## src/rtl/maze_neighbor_sequencer.sv

```systemverilog
// maze_neighbor_sequencer
// Walks the orthogonal neighbours (right, left, down, up) of a latched grid
// node, skips positions outside the grid, checks each remaining one against
// the wall map (one-cycle read latency) and streams open neighbours out over
// a valid/ready handshake. Ends with a one-cycle done pulse and the count of
// open neighbours.
// Optional feature macro: MAZE_NBR_DIAG_EN adds the four diagonal neighbours
// (down-right, down-left, up-right, up-left) after up.
module maze_neighbor_sequencer #(
  parameter int DATA_WIDTH = 8,
  parameter int COL_BITS   = 4,
  parameter int GRID_H     = 16
) (
  input  logic                  clk,
  input  logic                  rst_n,
  input  logic                  start,
  input  logic [DATA_WIDTH-1:0] current_node,
  output logic                  wall_req,
  output logic [DATA_WIDTH-1:0] wall_addr,
  input  logic                  wall_rdata,
  output logic                  nbr_valid,
  input  logic                  nbr_ready,
  output logic [DATA_WIDTH-1:0] nbr_node,
  output logic                  busy,
  output logic                  done,
  output logic [3:0]            nbr_count
);

  localparam int ROW_BITS = DATA_WIDTH - COL_BITS;
`ifdef MAZE_NBR_DIAG_EN
  localparam int NUM_CAND = 8;
`else
  localparam int NUM_CAND = 4;
`endif
  localparam logic [2:0]          LAST_IDX = 3'(NUM_CAND - 1);
  localparam logic [COL_BITS-1:0] COL_MAX  = '1;
  localparam logic [ROW_BITS-1:0] ROW_MAX  = ROW_BITS'(GRID_H - 1);
  localparam logic [ROW_BITS:0]   ROW_LIM  = (ROW_BITS + 1)'(GRID_H);

  typedef enum logic [2:0] {
    S_IDLE,
    S_CHECK,
    S_WAIT,
    S_EMIT,
    S_DONE
  } state_t;

  state_t state, state_nxt;

  logic [ROW_BITS-1:0] row_q;
  logic [COL_BITS-1:0] col_q;
  logic [2:0]          idx_q;
  logic [3:0]          count_q;

  logic [ROW_BITS-1:0] cand_row;
  logic [COL_BITS-1:0] cand_col;
  logic                cand_ok;
  logic                start_oob;
  logic                last_cand;
  logic                advance;

  assign start_oob = {1'b0, current_node[DATA_WIDTH-1:COL_BITS]} >= ROW_LIM;
  assign last_cand = (idx_q == LAST_IDX);

  // Candidate position for the current index and whether it lies inside the grid
  always_comb begin
    cand_row = row_q;
    cand_col = col_q;
    cand_ok  = 1'b0;
    case (idx_q)
      3'd0: begin
        cand_col = col_q + COL_BITS'(1);
        cand_ok  = (col_q != COL_MAX);
      end
      3'd1: begin
        cand_col = col_q - COL_BITS'(1);
        cand_ok  = (col_q != '0);
      end
      3'd2: begin
        cand_row = row_q + ROW_BITS'(1);
        cand_ok  = (row_q != ROW_MAX);
      end
      3'd3: begin
        cand_row = row_q - ROW_BITS'(1);
        cand_ok  = (row_q != '0);
      end
`ifdef MAZE_NBR_DIAG_EN
      3'd4: begin
        cand_row = row_q + ROW_BITS'(1);
        cand_col = col_q + COL_BITS'(1);
        cand_ok  = (row_q != ROW_MAX) && (col_q != COL_MAX);
      end
      3'd5: begin
        cand_row = row_q + ROW_BITS'(1);
        cand_col = col_q - COL_BITS'(1);
        cand_ok  = (row_q != ROW_MAX) && (col_q != '0);
      end
      3'd6: begin
        cand_row = row_q - ROW_BITS'(1);
        cand_col = col_q + COL_BITS'(1);
        cand_ok  = (row_q != '0) && (col_q != COL_MAX);
      end
      3'd7: begin
        cand_row = row_q - ROW_BITS'(1);
        cand_col = col_q - COL_BITS'(1);
        cand_ok  = (row_q != '0) && (col_q != '0);
      end
`endif
      default: cand_ok = 1'b0;
    endcase
  end

  // A candidate is finished when it is out of grid, blocked, or handed off
  always_comb begin
    advance = 1'b0;
    case (state)
      S_CHECK: advance = !cand_ok;
      S_WAIT:  advance = wall_rdata;
      S_EMIT:  advance = nbr_ready;
      default: advance = 1'b0;
    endcase
  end

  // State register
  always_ff @(posedge clk or negedge rst_n) begin
    if (!rst_n) state <= S_IDLE;
    else        state <= state_nxt;
  end

  // Next-state logic
  always_comb begin
    state_nxt = state;
    case (state)
      S_IDLE:  if (start) state_nxt = start_oob ? S_DONE : S_CHECK;
      S_CHECK: if (cand_ok) state_nxt = S_WAIT;
               else         state_nxt = last_cand ? S_DONE : S_CHECK;
      S_WAIT:  if (wall_rdata) state_nxt = last_cand ? S_DONE : S_CHECK;
               else            state_nxt = S_EMIT;
      S_EMIT:  if (nbr_ready) state_nxt = last_cand ? S_DONE : S_CHECK;
      S_DONE:  state_nxt = S_IDLE;
      default: state_nxt = S_IDLE;
    endcase
  end

  // Latched node, candidate index and open-neighbour count
  always_ff @(posedge clk or negedge rst_n) begin
    if (!rst_n) begin
      row_q   <= '0;
      col_q   <= '0;
      idx_q   <= '0;
      count_q <= '0;
    end else if (state == S_IDLE) begin
      if (start) begin
        row_q   <= current_node[DATA_WIDTH-1:COL_BITS];
        col_q   <= current_node[COL_BITS-1:0];
        idx_q   <= '0;
        count_q <= '0;
      end
    end else begin
      if (advance && !last_cand) idx_q <= idx_q + 3'd1;
      if (state == S_EMIT && nbr_ready) count_q <= count_q + 4'd1;
    end
  end

  // Outputs decoded from state; address/data buses forced to zero when not strobed
  always_comb begin
    wall_req  = 1'b0;
    wall_addr = '0;
    nbr_valid = 1'b0;
    nbr_node  = '0;
    busy      = (state != S_IDLE);
    done      = (state == S_DONE);
    nbr_count = count_q;
    if (state == S_CHECK && cand_ok) begin
      wall_req  = 1'b1;
      wall_addr = {cand_row, cand_col};
    end
    if (state == S_EMIT) begin
      nbr_valid = 1'b1;
      nbr_node  = {cand_row, cand_col};
    end
  end

endmodule

```

## config.mk

```make
export PLATFORM = sky130hd
export DESIGN_NAME = maze_neighbor_sequencer
export DESIGN_NICKNAME = d
export VERILOG_FILES = /design/src/rtl/maze_neighbor_sequencer.sv
export SDC_FILE = /design/constraint.sdc
export NUM_CORES = 1
export LEC_CHECK = 0
export CORE_UTILIZATION = 53
export DETAILED_ROUTE_END_ITERATION = 8
export PLACE_DENSITY_LB_ADDON = 0.25
export SLEW_MARGIN = 25
export SYNTH_ARGS = -nofsm -noshare
export SYNTH_HDL_FRONTEND = slang
export SYNTH_SLANG_ARGS = --single-unit
```

## constraint.sdc

```tcl
create_clock -name clk -period 5.7 [get_ports clk]
set_clock_uncertainty 0.2 [all_clocks]
set_input_delay 0.855 -clock clk [delete_from_list [all_inputs] [get_ports clk]]
set_output_delay 0.855 -clock clk [all_outputs]
set_load 0.1 [all_outputs]
```

==> results of run 1 <==
final timing paths:
kind	from	to	slack [ns]	depth (start not counted)
setup / recovery	idx_q[0]	nbr_node[7]	0.87	8
hold / removal	col_q[3]	col_q[3]	0.37	2
setup reg to reg	idx_q[0]	state[0]	3.20	6
hold reg to reg	col_q[3]	col_q[3]	0.37	2
max in group asynchronous	rst_n	idx_q[1]	3.96	1
min in group asynchronous	rst_n	row_q[0]	0.82	1
placed cells by master (no fill, tap or decap), types with 2 or more instances in the layout:
cell type / n
clkdlybuf4s50_1: 36
nor2_1: 24
nand2_1: 23
dfrtp_1: 18
inv_1: 13
ha_1: 10
a21oi_1: 6
o21ai_0: 6
nand3_1: 5
nand4_1: 4
or3_1: 3
xnor2_1: 3
mux2i_1: 3
a21o_1: 3
xor2_1: 3
o31ai_1: 3
clkbuf_4: 3
nor4_1: 2
and4_2: 2
nand2b_1: 2
mux2_2: 2
nor3_1: 2
a2111oi_0: 2
o311ai_0: 2
or4_1: 2
fa_1: 2
cells by family after synthesis:
kind of cell	after synthesis	share of synthesized area, %
buffers and inverters	21	7.85
AO/OA/AOI/OAI	35	18.5
XOR/XNOR	6	3.47
flip-flops	18	29.8
adder cells (fa/ha/maj)	12	10.9
AND/OR/NAND/NOR	78	26.0
multiplexers	5	3.47
final cells by class:
class                   instances  area share (%)
flip-flops and latches         18            23.9
multi-input cells             136            50.1
inverters                      13            2.59
repair buffers                 37            19.5
well taps                      31            2.06
clock buffers                   4            1.92
per-stage QoR:
step | instances | instance area, sq um | worst slack [ns] | utilization, %
finish | 239 | 1890 | 0.874 | 69.0
global route | 239 | 1890 | 0.647 | 69.0
global placement | 235 | 1850 | 1.35 | 67.7
floorplan | 175 | 1510 | 1.29 | -
CTS | 239 | 1890 | 0.886 | 69.0
detailed placement | 235 | 1850 | 1.24 | 67.7
layer usage:
layer | up-vias | track usage, % | wire (microns)
li1 | 690 | - | -
met1 | 660 | 33.6 | 1700
met2 | 33 | 42.9 | 1730
met3 | 8 | 2.58 | 100
met4 | 0 | 10.7 | 71
met5 | - | 0 | 0
cell usage after synthesis, types with 2 or more instances:
master and number:
o31ai_1 3, or4_1 2, xnor2_1 3, buf_2 2, o311ai_0 2, nand4_1 4, fa_1 2, xor2_1 3
a21o_1 3, nor4_1 2, nor3_1 2, nor2_1 24, ha_1 10, mux2i_1 3, nand2_1 23, buf_6 2
and4_2 2, or3_1 3, nand3_1 5, mux2_2 2, a21oi_1 6, inv_1 13, a2111oi_0 2, nand2b_1 2
o21ai_0 6, dfrtp_1 18
state kept, by name (all words and copies together) (netlist names):
name / count
row_q: 4
nbr_count: 4
idx_q: 3
col_q: 4
state: 3
worst reg2reg max path: stages (launching register included):
cell	delay [ns]
dfrtp_1	0.48
ha_1	0.24
ha_1	0.32
inv_1	0.25
o2bb2ai_2	0.15
or4_1	0.54
a221oi_2	0.23
==> impl_metrics.env, run 1 <==
export IMPL_cp_max_fo=12
export IMPL_vias_per_cell=5.82
export IMPL_cp_num_buf_inv=1
export IMPL_netlist_area_leader_share_pct=29.8
export IMPL_cp_slowest_cell="clkdlybuf4s50_1"
export IMPL_die_h_microns=55.4
export IMPL_cts_tree="done"
export IMPL_start_util_pct=55.4
export IMPL_synth_seq_cells=18
export IMPL_cts_root_buf="clkbuf_4"
export IMPL_die_area_sq_um=3070
export IMPL_synth_edf_count=0
export IMPL_syn_area_per_cell_sq_um=8.65
export IMPL_portBuffers=36
export IMPL_area_growth_pct=24.6
export IMPL_synthCells=175
export IMPL_multi_input_area_sq_um=945
export IMPL_ys_warn_count=0
export IMPL_cts_resized=0
export IMPL_synth_async_reset_ratio_pct=100
export IMPL_num_rows=19
export IMPL_grt_ovfl_total=0
export IMPL_worstPathArrival_ns=3.77
export IMPL_cpLargestDelayFamily="buffers and inverters"
export IMPL_cts_made_buffers=3
export IMPL_clock_fmax_mhz=207
export IMPL_routedWlPerCell_microns=15.1
export IMPL_drtPass1Iterations=4
export IMPL_grtUsageTotal_pct=25.6
export IMPL_rsz0062_at_grt="no"
export IMPL_clock_latency_ns=0.31
export IMPL_clk_pin_slew_worst_paths_ns=0.10
export IMPL_hold_buffers=0
export IMPL_drive_gt1_share_pct=8.17
export IMPL_cp_cell_sequence="ha_1 -> ha_1 -> ha_1 -> a21o_1 -> a2111oi_0 -> a2111oi_0 -> nor2_1 -> clkdlybuf4s50_1"
export IMPL_h_tree_depth=1
export IMPL_grt_antenna_before_repair=0
export IMPL_maxSlewViolCount=0
export IMPL_cpMostUsedCell="ha_1"
export IMPL_die_w_microns=55.4
export IMPL_ant_nets=0
export IMPL_synth_top_area_cell="dfrtp_1"
export IMPL_drt_iter0_markers=73
export IMPL_finalCritPeriodShare_pct=84.7
export IMPL_cts_setup_buffers=0
export IMPL_period_needed_ns=4.83
export IMPL_ys_types=52
export IMPL_path_class="reg -> out"
export IMPL_hold_class="reg -> reg"
export IMPL_grt_pass1_wl_microns=6310
export IMPL_yosysSeqAreaShare_pct=29.8
export IMPL_hold_viol=0
export IMPL_grt_pass1_vias=1382
export IMPL_vias=1391
export IMPL_dp_hpwl_microns=2690
export IMPL_gp_congestion=0.912
export IMPL_syn_area_sq_um=1510
export IMPL_nets=234
export IMPL_synthFlopType="dfrtp_1"
export IMPL_syn_num_nets=200
export IMPL_cap_violations=0
export IMPL_diodes=0
export IMPL_route_detailed_drc=0
export IMPL_worst_slew_pin_slew_ns=0.985
export IMPL_holdWs_ns=0.367
export IMPL_regArea_sq_um=450
export IMPL_core_area_sq_um=2730
export IMPL_start_kind="register"
export IMPL_setup_viol=0
export IMPL_outcome="complete, no violations"
export IMPL_max_stage_delay_ns=1.14
export IMPL_clockBufferDepth=2
export IMPL_relSlewSlack_pct=34.1
export IMPL_required_ns=4.64
export IMPL_setup_tns_ns=0
export IMPL_grt_max_degree=19
export IMPL_num_io_pins=37
export IMPL_drt_total_wl_microns=3600
export IMPL_ys_top_cells_by_area="dfrtp_1, ha_1, nor2_1"
export IMPL_fillers=206
export IMPL_cts_sinks=18
export IMPL_endpoint_kind="output port"
Power of run 1 is not shown: default switching activity piles up to over one toggle a cycle in this logic, so the estimate is an artifact.
==> run 2: changes to the inputs <==
--- a/config.mk
+++ b/config.mk
@@ -5,7 +5,7 @@
 export SDC_FILE = /design/constraint.sdc
 export NUM_CORES = 1
 export LEC_CHECK = 0
-export CORE_UTILIZATION = 53
+export CORE_UTILIZATION = 45
 export DETAILED_ROUTE_END_ITERATION = 8
 export PLACE_DENSITY_LB_ADDON = 0.25
 export SLEW_MARGIN = 25
==> constraint.sdc (replaced) <==
create_clock -name clk -period 4.2 [get_ports clk]
set_clock_uncertainty 0.2 [all_clocks]
set_input_delay 0.63 -clock clk [delete_from_list [all_inputs] [get_ports clk]]
set_output_delay 0.63 -clock clk [all_outputs]
set_load 0.1 [all_outputs]
==> run 2 against run 1 <==
Effect of this change:
- setup slack got worse by 0.59 ns
- critical endpoint is now wall_addr[7]
- wire length increased by 3.9%
- first-iteration DRC count increased by 56%
- die area increased by 17%
- critical path depth unchanged
- global-route usage decreased by 2.3 points
- largest cell class unchanged
- count of clock-buffer cells in the layout unchanged
==> impl_metrics.env, run 2 (synthesis results as in run 1) <==
export IMPL_worstPathArrival_ns=3.09
export IMPL_drive_gt1_share_pct=17.2
export IMPL_hold_class="reg -> reg"
export IMPL_cts_setup_buffers=0
export IMPL_num_rows=20
export IMPL_grt_pass1_vias=1362
export IMPL_fillers=281
export IMPL_final_cell_mix="nor2_1, nand2_1, buf_4, dfrtp_1, clkdlybuf4s50_1"
export IMPL_area_growth_pct=23.2
export IMPL_route_met3_wl_microns=169
export IMPL_outcome="complete, no violations"
export IMPL_rsz0062_at_grt="no"
export IMPL_cp_max_fo=12
export IMPL_clock_latency_ns=0.31
export IMPL_cts_root_buf="clkbuf_4"
export IMPL_core_area_sq_um=3130
export IMPL_setup_viol=0
export IMPL_worst_slew_pin_slew_ns=0.971
export IMPL_cts_tree="done"
export IMPL_relSlewSlack_pct=35.1
export IMPL_clockBufferDepth=2
export IMPL_routedWlPerCell_microns=14.8
export IMPL_drtPass1Iterations=4
export IMPL_setup_slack_ns=0.281
export IMPL_vias_per_cell=5.62
export IMPL_finalCritPeriodShare_pct=93.3
export IMPL_grt_max_degree=19
export IMPL_die_h_microns=60
export IMPL_grtUsageTotal_pct=23.3
export IMPL_start_util_pct=48.4
export IMPL_cts_made_buffers=3
export IMPL_grt_antenna_before_repair=0
export IMPL_dpl_worst_slack_ns=0.667
export IMPL_num_io_pins=37
export IMPL_path_class="reg -> out"
export IMPL_min_delay_path_depth=2
export IMPL_dr_wl_met2_microns=1900
export IMPL_drt_total_wl_microns=3740
export IMPL_grt_pass1_wl_microns=6180
export IMPL_drt_iter0_markers=114
export IMPL_clock_fmax_mhz=255
export IMPL_h_tree_depth=1
export IMPL_endpoint_kind="output port"
export IMPL_period_needed_ns=3.92
export IMPL_dp_hpwl_microns=2820
export IMPL_layout_commonest_cell="nor2_1"
export IMPL_cts_sinks=18
export IMPL_die_area_sq_um=3600
export IMPL_clk_pin_slew_worst_paths_ns=0.11
export IMPL_cts_resized=0
export IMPL_start_kind="register"
export IMPL_ant_nets=0
export IMPL_wl_met1_microns=1630
export IMPL_cap_violations=0
export IMPL_die_w_microns=60
export IMPL_routed_top_layer="met4"
export IMPL_grt_ovfl_total=0
export IMPL_required_ns=3.37
export IMPL_maxSlewViolCount=0
export IMPL_portBuffers=36
export IMPL_hold_buffers=0
export IMPL_route_detailed_drc=0
export IMPL_nets=235
export IMPL_vias=1421
export IMPL_diodes=0
export IMPL_reg2regPathDepth=6
export IMPL_hold_viol=0
export IMPL_gp_congestion=0.893
export IMPL_setup_tns_ns=0
run 2: changes by cell type in the layout (fill, tap and decap cells not counted), sizes merged:
| cell | change |
|---|---|
| buf | +19 |
| clkdlybuf4s50 | -18 |
run 2: routing by layer:
| metal | global-route usage, % | vias to the layer above |
|---|---|---|
| met1 | 30.0 | 670 |
| met4 | 11.3 | 0 |
| met5 | 0 | - |
| met2 | 38.1 | 51 |
| li1 | - | 695 |
| met3 | 3.25 | 5 |
run 2: critical path, cell delays in order (launching register included):
cell and delay, ns:
dfrtp_1 0.49, ha_1 0.19, ha_1 0.44, ha_1 0.37, or2_2 0.33, and4_1 0.18
a2111oi_0 0.44, nor2_1 0.08, buf_4 0.26
run 2: path summary, 6_finish.rpt:
check                          from            to  slack (ns)
min in group asynchronous     rst_n      idx_q[2]        0.59
max reg2reg                idx_q[0]      state[0]        1.68
max in group asynchronous     rst_n      col_q[1]        2.68
max                        idx_q[0]  wall_addr[7]        0.28
min                        col_q[3]      col_q[3]        0.37
min reg2reg                col_q[3]      col_q[3]        0.37
run 2: final cells by class:
type | instances | area (sq um) | share of cell area (%)
multi-input combinational | 136 | 945 | 50.6
sequential | 18 | 450 | 24.1
timing repair buffer | 38 | 330 | 17.7
tap | 44 | 55.1 | 2.95
inverter | 13 | 48.8 | 2.62
clock buffer | 4 | 36.3 | 1.95
run 2: through the flow:
step	util, %	instances	hold WS (ns)	area [sq um]
after floorplan	-	175	0.134	1510
after global placement	58.5	249	0.328	1830
after detailed placement	58.5	249	0.341	1830
after CTS	59.6	253	0.368	1870
after global routing	59.6	253	0.412	1870
final	59.6	253	0.365	1870
Power of run 2 is left out for the same reason.
